## src/rtl/core_pkg.sv

```systemverilog
// ---------------------------------------------------------------------------
// core_pkg
// Shared types and constants for the memory-port arbiter.
//   arb_state_t : arbiter FSM state encoding
//   MODE_*      : access-size encoding carried on dc_mode / mem_mode
// ---------------------------------------------------------------------------
package core_pkg;

   typedef enum logic [1:0] {
      ST_IDLE    = 2'b00,
      ST_IF_BUSY = 2'b01,
      ST_DC_BUSY = 2'b10
   } arb_state_t;

   localparam logic [1:0] MODE_BYTE = 2'b00;
   localparam logic [1:0] MODE_HALF = 2'b01;
   localparam logic [1:0] MODE_WORD = 2'b10;

endpackage

```

## src/rtl/mem_port_arbiter.sv

```systemverilog
// ---------------------------------------------------------------------------
// mem_port_arbiter
// Shares one single-outstanding memory port between an instruction-fetch
// requester (if_*) and a data requester (dc_*). Data has priority, but the
// fetch side is granted after STARVE_MAX consecutive data grants that were
// made while fetch was waiting. A transaction that sees no mem_ack within
// TIMEOUT wait cycles is aborted and reported on err.
//
// Ports
//   clk, rstn                 clock, asynchronous active-low reset
//   if_req, if_addr           fetch read request and address
//   if_gnt                    fetch request accepted (combinational pulse)
//   if_rvalid, if_rdata       fetch read data return (one-cycle pulse)
//   dc_req, dc_rw, dc_addr,
//   dc_wdata, dc_mode         data request (rw: 1=write), payload, size
//   dc_gnt                    data request accepted (combinational pulse)
//   dc_rvalid, dc_rdata       data access complete (read data, 0 on write)
//   mem_req, mem_rw, mem_addr,
//   mem_wdata, mem_mode       registered memory-side request
//   mem_ack, mem_rdata        memory completion and read data
//   err                       timeout abort (one-cycle pulse)
// ---------------------------------------------------------------------------
module mem_port_arbiter
   import core_pkg::*;
#(
   parameter int STARVE_MAX = 4,
   parameter int TIMEOUT    = 255
) (
   input  logic        clk,
   input  logic        rstn,
   input  logic        if_req,
   input  logic [31:0] if_addr,
   output logic        if_gnt,
   output logic        if_rvalid,
   output logic [31:0] if_rdata,
   input  logic        dc_req,
   input  logic        dc_rw,
   input  logic [31:0] dc_addr,
   input  logic [31:0] dc_wdata,
   input  logic [1:0]  dc_mode,
   output logic        dc_gnt,
   output logic        dc_rvalid,
   output logic [31:0] dc_rdata,
   output logic        mem_req,
   output logic        mem_rw,
   output logic [31:0] mem_addr,
   output logic [31:0] mem_wdata,
   output logic [1:0]  mem_mode,
   input  logic        mem_ack,
   input  logic [31:0] mem_rdata,
   output logic        err
);

   localparam int SCW = $clog2(STARVE_MAX + 1);
   localparam int WCW = $clog2(TIMEOUT + 1);

   arb_state_t     state;
   logic [SCW-1:0] starve_cnt;
   logic [WCW-1:0] wait_cnt;
   logic           pick_if;
   logic           starved;

   // Fetch wins when it is alone or has waited out STARVE_MAX data grants.
   assign starved = (starve_cnt == SCW'(STARVE_MAX));
   assign pick_if = if_req && (!dc_req || starved);

   // Grants are combinational so a request is accepted in the cycle it is
   // seen in IDLE; rstn gating keeps them low while reset is asserted.
   assign if_gnt  = rstn && (state == ST_IDLE) && pick_if;
   assign dc_gnt  = rstn && (state == ST_IDLE) && dc_req && !pick_if;

   always_ff @(posedge clk or negedge rstn) begin
      if (!rstn) begin
         state      <= ST_IDLE;
         starve_cnt <= '0;
         wait_cnt   <= '0;
         mem_req    <= 1'b0;
         mem_rw     <= 1'b0;
         mem_addr   <= '0;
         mem_wdata  <= '0;
         mem_mode   <= '0;
         if_rvalid  <= 1'b0;
         if_rdata   <= '0;
         dc_rvalid  <= 1'b0;
         dc_rdata   <= '0;
         err        <= 1'b0;
      end else begin
         if_rvalid <= 1'b0;
         dc_rvalid <= 1'b0;
         err       <= 1'b0;
         case (state)
            ST_IDLE: begin
               if (if_gnt) begin
                  state      <= ST_IF_BUSY;
                  mem_req    <= 1'b1;
                  mem_rw     <= 1'b0;
                  mem_addr   <= if_addr;
                  mem_wdata  <= '0;
                  mem_mode   <= MODE_WORD;
                  wait_cnt   <= '0;
                  starve_cnt <= '0;
               end else if (dc_gnt) begin
                  state     <= ST_DC_BUSY;
                  mem_req   <= 1'b1;
                  mem_rw    <= dc_rw;
                  mem_addr  <= dc_addr;
                  mem_wdata <= dc_wdata;
                  mem_mode  <= dc_mode;
                  wait_cnt  <= '0;
                  // Only grants that make fetch wait count toward starvation.
                  if (if_req && !starved) begin
                     starve_cnt <= starve_cnt + SCW'(1);
                  end
               end
            end
            ST_IF_BUSY, ST_DC_BUSY: begin
               // An ack in the same cycle as the timeout still completes.
               if (mem_ack) begin
                  state   <= ST_IDLE;
                  mem_req <= 1'b0;
                  if (state == ST_IF_BUSY) begin
                     if_rvalid <= 1'b1;
                     if_rdata  <= mem_rdata;
                  end else begin
                     dc_rvalid <= 1'b1;
                     dc_rdata  <= mem_rw ? '0 : mem_rdata;
                  end
               end else if (wait_cnt == WCW'(TIMEOUT)) begin
                  state   <= ST_IDLE;
                  mem_req <= 1'b0;
                  err     <= 1'b1;
               end else begin
                  wait_cnt <= wait_cnt + WCW'(1);
               end
            end
            default: begin
               state   <= ST_IDLE;
               mem_req <= 1'b0;
            end
         endcase
      end
   end

endmodule

```

## config.mk

```make
export PLATFORM = sky130hd
export DESIGN_NAME = mem_port_arbiter
export DESIGN_NICKNAME = d
export VERILOG_FILES = /design/src/rtl/core_pkg.sv /design/src/rtl/mem_port_arbiter.sv
export SDC_FILE = /design/constraint.sdc
export NUM_CORES = 1
export LEC_CHECK = 0
export CORE_AREA = 2 2 144 118
export DETAILED_ROUTE_END_ITERATION = 10
export DIE_AREA = 0 0 146 120
export DONT_BUFFER_PORTS = 1
export SLEW_MARGIN = 5
export SYNTH_ARGS = -nofsm -noshare
export SYNTH_HDL_FRONTEND = slang
export SYNTH_SLANG_ARGS = --single-unit
```

## constraint.sdc

```tcl
create_clock -name clk -period 5 [get_ports clk]
set_input_delay 0.75 -clock clk [delete_from_list [all_inputs] [get_ports clk]]
set_output_delay 0.75 -clock clk [all_outputs]
set_load 0.1 [all_outputs]
```

==> impl_results.md <==
- Status: complete, no violations
- Wire per inst: about 18 um
- Clk slew on worst S/H paths: 0.06 ns
- Syn_nets: 712
- Initial antenna violation count: 0
- Crit Reg-Reg Startpoint: state[0]
- Max Cap Viol: 0
- CP Capture Type: output port
- Setup tns final: 0 ns
- RSZ-0062 raised after global routing: false
- Clock skew: 0.00666 ns
- Top cells by count, synth: dfrtp_1, nand2_1, a21oi_1
- Top-count cell post-synth: dfrtp_1
- First-pass GRT wire length: 23500 um
- Worst-path fanout max: 36
- Share of cells above drive strength 1: 9.08%
- Die area: 17500 um2
- Largest net degree at the start of global routing: between 150 and 200
- Synth unique cells: 45
- Startpoint Class: register
- H-tree depth: 4
- Vias in the first global route: 4425
- Initial Util: between 30% and 40%
- Top post-synthesis cells by area: dfrtp_1, nand2_1, mux2_1
- Layout Nets: 701
- Drt drc: 0
- CTS sink count: 148
- Final wirelength: approximately 15000 um
- Fin util: 44.0%
- FF+latch count, synth: ~150
- Slew Viols, Final: 0
- Register area share after synthesis: 58.8%
- Worst-margin pin slew: approximately 1.1 ns
- Worst skew pair latency: 0.41 ns
- Synth Cell Area: 6300 um2
- CP cell instances: inv_1, ha_1, nand3_2, a21oi_4
- Max clock buf depth: 2
- IO buf count: 0
- Register area: 3700 um2
- Crit share post-route: 71.4%
- Top-area cell type share of the netlist area: between 50 and 60%
- N_diodes: 0
- Yosys top cell by area: dfrtp_1
- Top FF cell, synth: dfrtp_1
- Setup violators final: 0
- Final GP Congestion: 0.762
- Setup bufs post-CTS: 0
- Worst min-delay path class: in -> async
- DR vias/cell: between 5 and 6
- Grt ovf: 0
- CP required: roughly 4.3 ns
- Gr usage total: 17.0%
- DP HPWL: ~10000 um
- I/O Pins: 273
- Core ar.: 16200 um2
- Delay of the slowest critical-path stage: 0.88 ns
- Maximum operating frequency: 280 MHz
- Crit path buf inv count: 1
- Gate Count Post-Synth: 571
- Minimum clock period after layout: 3.57 ns
- Ys async rst share: 100%
- Fillers: 1528
- Slew HR: 27.9%
- Synth warn: 0
- Die height: 120 um
- CTS tree: done
- Worst EP arrival: approximately 2.8 ns
- Critical path type: reg -> out
- Antenna Violating Nets Remaining: 0
- Syn Area/Cell: 11.0 um2
- Detailed-route via count: 4227
- Drt first pass iters: 4
- Multi-input logic area: 2400 um2
- R2R Path End: state[1]
- Reg2Reg Depth: 6
- Crit-path leading delay family: compound AO/OA/AOI/OAI gates
- Synthesis-to-layout area growth: 13.1%
- Reg2reg setup slack: between 1.5 and 2 ns
- Iter 0 DRT Violations: 202
- Die width: around 150 um
- Root buf cell: clkbuf_16
- Slowest CP cell: a21oi_4
- Fin. Hold Viols: 0
- Number of synthesized flops with an enable pin: 0
- CTS Buf Count: 17
- Rows: 42
[sequential cells by signal, summed over array words and instances (netlist names)]
| name | cells |
|---|---|
| mem_rw | 1 |
| mem_wdata | 32 |
| err | 1 |
| mem_mode | 2 |
| starve_cnt | 3 |
| dc_rdata | 32 |
| mem_addr | 32 |
| mem_req | 1 |
| if_rdata | 32 |
| state | 2 |
| dc_rvalid | 1 |
| if_rvalid | 1 |
| wait_cnt | 8 |
[cell type report]
type                       count  area share, %
sequential                   148           52.0
multi-input combinational    376           33.6
clock buffer                  19           6.36
tap                          220           3.86
clock inverter                13           2.74
timing repair buffer           9          0.983
inverter                       8          0.421
[timing repair]
action                     in CTS  in global routing
hold endpoints to repair        0                  4
gates resized for setup         0                  0
setup endpoints to repair       0                  0
hold buffers                    0                  1
[routing by layer]
layer	GRT usage (%)	up-vias	routed length, um
met5	0	-	0
met4	6.43	0	192
met3	7.03	17	1300
met2	27.9	176	7070
met1	20.2	2074	6070
li1	-	1960	-
[worst max path at each step]
stage	startpoint	endpoint	slack (ns)	cells past startpoint
5_1_grt	state[0]	dc_gnt	1.12	4
3_3_place_gp	state[0]	dc_gnt	1.90	4
3_5_place_dp	state[0]	dc_gnt	1.82	4
4_1_cts	state[0]	dc_gnt	1.35	4
6_report	state[0]	dc_gnt	1.43	4
2_1_floorplan	if_req	if_gnt	2.43	4
[worst reg2reg max path, cell delays in order, from the launching register on]
cell and delay (ns):
dfrtp_1 0.40, inv_1 0.07, ha_1 0.38, nand3_2 0.66, a21oi_4 0.88, buf_4 0.46
a22o_1 0.21
[placed cells by master, fill, tap and decap left out, types with 2 or more instances in the layout]
| cell type | synthesis | layout |
|---|---|---|
| buf_4 | 0 | 8 |
| clkbuf_16 | 0 | 17 |
| o211a_1 | 2 | 2 |
| a21oi_1 | 37 | 37 |
| nand2_1 | 113 | 113 |
| nand3b_1 | 2 | 2 |
| nor3_1 | 3 | 3 |
| nor3b_1 | 2 | 2 |
| bufinv_16 | 0 | 4 |
| inv_6 | 0 | 3 |
| or3_1 | 2 | 2 |
| nand2b_1 | 34 | 34 |
| o211ai_1 | 2 | 2 |
| a21oi_4 | 0 | 2 |
| nor4_1 | 2 | 2 |
| and3_1 | 5 | 5 |
| dfrtp_1 | 148 | 148 |
| nand3_1 | 4 | 4 |
| nor2_1 | 3 | 3 |
| clkinvlp_4 | 0 | 3 |
| clkbuf_8 | 0 | 2 |
| a22o_1 | 35 | 35 |
| clkinv_4 | 0 | 3 |
| inv_1 | 8 | 8 |
| a21o_1 | 32 | 32 |
| mux2_2 | 4 | 4 |
| o21ai_1 | 33 | 33 |
| o21a_1 | 2 | 2 |
| a211o_1 | 6 | 6 |
| mux2_1 | 29 | 29 |
| ha_1 | 5 | 5 |
[logic make-up (layout without fill, tap and decap cells)]
family / after synthesis / count (layout) / share of synthesized area (%)
muxes: 34 / 34 / 6.06
adders and majority gates: 5 / 5 / 0.993
and+or+nand+nor: 177 / 177 / 13.3
buffers and inverters: 47 / 49 / 3.42
DFF: 148 / 148 / 58.8
AOI/OAI and AO/OA: 160 / 160 / 17.5
[stage by stage]
step	instance area [um2]	hold slack [ns]	cells	worst slack, ns
2_1_floorplan	6300	0.454	571	2.43
3_3_place_gp	6470	0.459	760	1.90
3_5_place_dp	6470	0.458	760	1.82
4_1_cts	7110	0.00543	792	1.35
5_1_grt	7120	0.00322	793	1.12
6_report	7120	0.0364	793	1.43
Power is not shown: default switching activity piles up to over one toggle a cycle in this logic, so the estimate is an artifact.
